### config.mk
export PLATFORM = sky130hd
export DESIGN_NAME = rll_key_loader
export DESIGN_NICKNAME = d
export VERILOG_FILES = /design/src/rtl/rll_key_loader.sv
export SDC_FILE = /design/constraint.sdc
export NUM_CORES = 1
export LEC_CHECK = 0
export ABC_AREA = 1
export CORE_MARGIN = 3
export CORE_UTILIZATION = 40
export CTS_CLUSTER_SIZE = 12
export DETAILED_ROUTE_END_ITERATION = 8
export PLACE_DENSITY = 0.68
export SETUP_SLACK_MARGIN = 0.3
export SLEW_MARGIN = 0
export SYNTH_ARGS = -nofsm -noshare
export SYNTH_HDL_FRONTEND = slang
export SYNTH_SLANG_ARGS = --single-unit
### constraint.sdc
create_clock -name clk -period 3.3 [get_ports clk]
set_input_delay 0.495 -clock clk [delete_from_list [all_inputs] [get_ports clk]]
set_output_delay 0.495 -clock clk [all_outputs]
set_load 0.05 [all_outputs]
### src/rtl/rll_key_loader.sv
// rll_key_loader: serial key intake with XOR-fold checksum verification.
// The parallel key bus only changes on a verified commit; repeated checksum
// failures force the bus to DEFAULT_KEY until reset.
module rll_key_loader #(
  parameter int                   KEY_WIDTH   = 32,
  parameter logic [KEY_WIDTH-1:0] DEFAULT_KEY = '0,
  parameter int                   MAX_FAIL    = 3
) (
  input  logic                 clk,
  input  logic                 rst_n,
  input  logic                 start,
  input  logic                 sdi,
  input  logic                 sdi_valid,
  output logic [KEY_WIDTH-1:0] key_out,
  output logic                 key_ready,
  output logic                 busy,
  output logic                 err,
  output logic                 locked_out
);

  localparam int CW = $clog2(KEY_WIDTH + 8);
  localparam int FW = $clog2(MAX_FAIL + 1);
  localparam logic [CW-1:0] LAST_BIT  = CW'(KEY_WIDTH + 7);
  localparam logic [CW-1:0] KEY_BITS  = CW'(KEY_WIDTH);
  localparam logic [FW-1:0] FAIL_LIM  = FW'(MAX_FAIL);

  typedef enum logic [2:0] {
    S_IDLE,
    S_SHIFT,
    S_CHECK,
    S_DONE,
    S_LOCKOUT
  } state_t;

  state_t                 r_state;
  state_t                 w_state_next;
  logic [CW-1:0]          r_cnt;
  logic [KEY_WIDTH-1:0]   r_shadow;
  logic [7:0]             r_csum;
  logic [FW-1:0]          r_fail;
  logic [FW-1:0]          w_fail_inc;
  logic [7:0]             w_calc;
  logic                   w_match;
  logic                   w_start_ok;

  logic [KEY_WIDTH-1:0]   w_key_out_n;
  logic                   w_key_ready_n;
  logic                   w_busy_n;
  logic                   w_err_n;
  logic                   w_locked_n;
  logic [FW-1:0]          w_fail_n;

  // XOR-fold of the received key bytes against the received checksum
  always_comb begin
    w_calc = '0;
    for (int unsigned b = 0; b < KEY_WIDTH / 8; b++) begin
      w_calc = w_calc ^ r_shadow[b*8 +: 8];
    end
    w_match    = (w_calc == r_csum);
    w_fail_inc = (r_fail == FAIL_LIM) ? r_fail : r_fail + 1'b1;
    w_start_ok = start && (r_state == S_IDLE || r_state == S_SHIFT ||
                           r_state == S_DONE);
  end

  // State register
  always_ff @(posedge clk) begin
    if (!rst_n) r_state <= S_IDLE;
    else        r_state <= w_state_next;
  end

  // Next-state logic
  always_comb begin
    w_state_next = r_state;
    case (r_state)
      S_IDLE:    if (start) w_state_next = S_SHIFT;
      S_SHIFT: begin
        if (start)                                w_state_next = S_SHIFT;
        else if (sdi_valid && r_cnt == LAST_BIT)  w_state_next = S_CHECK;
      end
      S_CHECK: begin
        if (w_match)                    w_state_next = S_DONE;
        else if (w_fail_inc == FAIL_LIM) w_state_next = S_LOCKOUT;
        else if (key_ready)             w_state_next = S_DONE;
        else                            w_state_next = S_IDLE;
      end
      S_DONE:    if (start) w_state_next = S_SHIFT;
      S_LOCKOUT: w_state_next = S_LOCKOUT;
      default:   w_state_next = S_IDLE;
    endcase
  end

  // Next values of the registered outputs and the fail counter
  always_comb begin
    w_key_out_n   = key_out;
    w_key_ready_n = key_ready;
    w_busy_n      = (w_state_next == S_SHIFT) || (w_state_next == S_CHECK);
    w_err_n       = 1'b0;
    w_locked_n    = (w_state_next == S_LOCKOUT);
    w_fail_n      = r_fail;
    if (r_state == S_CHECK) begin
      if (w_match) begin
        w_key_out_n   = r_shadow;
        w_key_ready_n = 1'b1;
        w_fail_n      = '0;
      end else begin
        w_err_n  = 1'b1;
        w_fail_n = w_fail_inc;
        if (w_state_next == S_LOCKOUT) begin
          w_key_out_n   = DEFAULT_KEY;
          w_key_ready_n = 1'b0;
        end
      end
    end
  end

  // Bit counter and shadow/checksum shift registers; start wins over a bit
  always_ff @(posedge clk) begin
    if (!rst_n) begin
      r_cnt    <= '0;
      r_shadow <= '0;
      r_csum   <= '0;
    end else if (w_start_ok) begin
      r_cnt <= '0;
    end else if (r_state == S_SHIFT && sdi_valid) begin
      if (r_cnt < KEY_BITS) r_shadow <= {sdi, r_shadow[KEY_WIDTH-1:1]};
      else                  r_csum   <= {sdi, r_csum[7:1]};
      r_cnt <= r_cnt + 1'b1;
    end
  end

  // Output and fail-counter registers
  always_ff @(posedge clk) begin
    if (!rst_n) begin
      key_out    <= DEFAULT_KEY;
      key_ready  <= 1'b0;
      busy       <= 1'b0;
      err        <= 1'b0;
      locked_out <= 1'b0;
      r_fail     <= '0;
    end else begin
      key_out    <= w_key_out_n;
      key_ready  <= w_key_ready_n;
      busy       <= w_busy_n;
      err        <= w_err_n;
      locked_out <= w_locked_n;
      r_fail     <= w_fail_n;
    end
  end

endmodule

==> flow_metrics.tcl <==
set metrics [dict create \
    dp_slack_ps 737 \
    totalWireLength_um 8210 \
    layout.nets 544 \
    synth.yosys.seq_area_share_pct 43.8 \
    ff2ff_path_depth 9 \
    synthToLayoutAreaGrowth_pct 16.0 \
    syn_area_mm2 0.00397 \
    max_freq_mhz 447 \
    clkTransAtPathRegs_ps 80 \
    cp-start-kind "input pin" \
    io_pins 41 \
    rsz0062_at_grt "no" \
    ant_nets 0 \
    synth_area_per_cell_um2 7.82 \
    holdBufCountCts 0 \
    skew_ps 10.5 \
    drv_slew 0 \
    cts_buffer_depth 2 \
    grt_util_all_layers_pct 15.7 \
    grt_antenna_before_repair 0 \
    period_needed_ps 2240 \
    synthDistinctLibCells 30 \
    layoutNonFillerInstCount 671 \
    hold_viol 0 \
    synthTopCellsByArea "dfxtp_1, nand2_1, a21oi_1" \
    hold_depth 2 \
    reg2reg_to "r_shadow[10]" \
    grt_max_degree 45 \
    yosys_register_bits 87 \
    r2r_start "r_state[2]" \
    leakage_nw 1.69 \
    setup_slack_ps 1060 \
    synthCells 508 \
    cts_resized 0 \
    drive_above_1_share_pct 15.3 \
    yosysTopAreaCell "dfxtp_1" \
    grt_pass1_vias 3261 \
    die_h_um 106 \
    die_w_um 106 \
    antennaDiodeCount 0 \
    finalSetupViolations 0 \
    drt_iter0_drc 108 \
    status "completed" \
    port_buffers 40 \
    core.rowCount 35 \
    cts_tree "built" \
    drt-wirelength-per-cell_um 12.2 \
    cts-htree-levels 3 \
    cp-startpoint "sdi_valid" \
    netlist.area_leader.share_pct 43.8 \
    clock_sinks 87 \
    viasPerCell 4.93 \
    synth_nets 514 \
    initial_utilization_pct 42.0 \
    synth-simple-area-share_pct 23.8 \
    min_from "key_out[26]" \
    worstMarginPinSlew_ps 688 \
    grt-ovfl-total 0 \
    cp_max_fo 37 \
    period_share_pct 67.8 \
    synth-compound-area-share_pct 19.1 \
    crit_required_ps 3500 \
    min_to "key_out[26]" \
    crit_type "in2reg" \
    gp_congestion 0.813 \
    synth_top_family_by_area "simple AND/OR/NAND/NOR gates" \
    p_per_area_mw_per_mm2 449 \
    via_count 3310 \
    placed_cells 656 \
    clkLatencyLatePin_ps 340 \
    synthMuxAreaShare_pct 0 \
    post-cts-setup-buffers 0 \
    synth_xor_area_share_pct 1.98 \
    drc 0 \
    reg2reg_slack_ps 1100 \
    cts_root_buffer "clkbuf_8" \
    synthAdderAreaFrac_pct 0.315 \
    tns_ps 0 \
    maxCapViolCount 0 \
    dieArea_mm2 0.0112 \
    ys_warn_count 0 \
    dp_hpwl_um 5660 \
    endpoint_kind "flip-flop" \
    coreArea_mm2 0.00946 \
    cts-buffers-inserted 9 \
    cp.arrival_ps 2440 \
    hp-class "reg2reg" \
    max_slew_margin_pct 53.9 \
    drtPass1Iterations 4 \
    peakVddDrop_mv 0.341 \
    grt_pass1_wl_um 14500 \
]
-- through the flow --
| stage | power [mW] | hold WS (ps) | cell area, µm² | utilization [%] |
|---|---|---|---|---|
| after detailed placement | 1.31 | 465 | 4400 | 46.5 |
| after global placement | 1.30 | 459 | 4400 | 46.5 |
| after CTS | 2.10 | 479 | 4610 | 48.7 |
| final | 2.07 | 476 | 4610 | 48.7 |
| after floorplan | 1.26 | 444 | 3970 | - |
| after global routing | 2.16 | 495 | 4610 | 48.7 |
-- report_power, final --
part           total (mW)  internal [mW]  switching, mW
sequential           1.10           1.07         0.0264
clock               0.787          0.441          0.346
combinational       0.184         0.0653          0.119
-- logic make-up (layout without fill, tap and decap cells) --
group | count (synthesis) | in the layout
fa+ha+maj | 1 | 1
simple gates | 185 | 185
flops | 87 | 87
xor+xnor | 9 | 9
compound gates | 130 | 130
buf+inv | 96 | 130
-- cell usage in the layout (no fill, tap or decap), drive strengths merged, types with 2 or more instances in the layout --
master and n:
clkinv 2, xor2 6, dfxtp 87, bufinv 2, buf 5, clkbuf 11, clkdlybuf4s50 40, o21ai 46
xnor2 3, nor3 4, nand2 108, nor2 6, inv 70, a21oi 81, nand3 61, nand3b 2
-- state kept, by name, indices dropped and copies added, names as in the netlist --
name	cells
busy	1
key_ready	1
locked_out	1
r_csum	8
key_out	32
r_fail	2
r_state	3
r_shadow	32
r_cnt	6
err	1
-- per-layer routing --
metal	routed length [µm]	track usage, %	part of all wire [%]
met4	104	5.09	1.3
met2	4090	28.3	50
met1	3750	18.5	46
met5	0	0	0
met3	260	3.06	3.2
-- final cells by class --
type,count,area (µm²)
Tap cell,129,161
Inverter,70,263
Clock inverter,4,70.1
Multi-Input combinational cell,325,1790
Fill cell,927,4850
Sequential cell,87,1740
Timing Repair Buffer,45,438
Clock buffer,11,141
-- cell usage after synthesis --
library cell	count
a21oi_1	55
a21oi_2	26
and3_1	1
buf_2	1
buf_6	10
clkbuf_1	15
dfxtp_1	87
ha_1	1
inv_1	62
inv_2	8
nand2_1	106
nand2_2	2
nand3_1	38
nand3_2	22
nand3_4	1
nand3b_1	1
nand3b_2	1
nand4_1	1
nor2_1	4
nor2_4	2
nor3_1	3
nor3_2	1
nor3b_1	1
o2111ai_1	1
o211ai_1	1
o21a_1	1
o21ai_0	46
or2_2	1
xnor2_1	3
xor2_1	6
-- worst max path at each step --
stage                         to  slack (ps)  cells past startpoint
floorplan            key_out[21]        1660                      5
finish              r_shadow[10]        1060                      7
CTS                 r_shadow[10]        1100                      7
global route        r_shadow[29]         880                      9
global placement     r_shadow[2]         800                      7
detailed placement  r_shadow[10]         740                      7
-- critical path, cell delays in order --
cell and delay [ps]:
clkdlybuf4s50_1 500, nand2_1 150, inv_1 140, nand3b_2 520, buf_4 410, o21ai_0 160
a21oi_1 50
(Power assumes the default switching activity.)
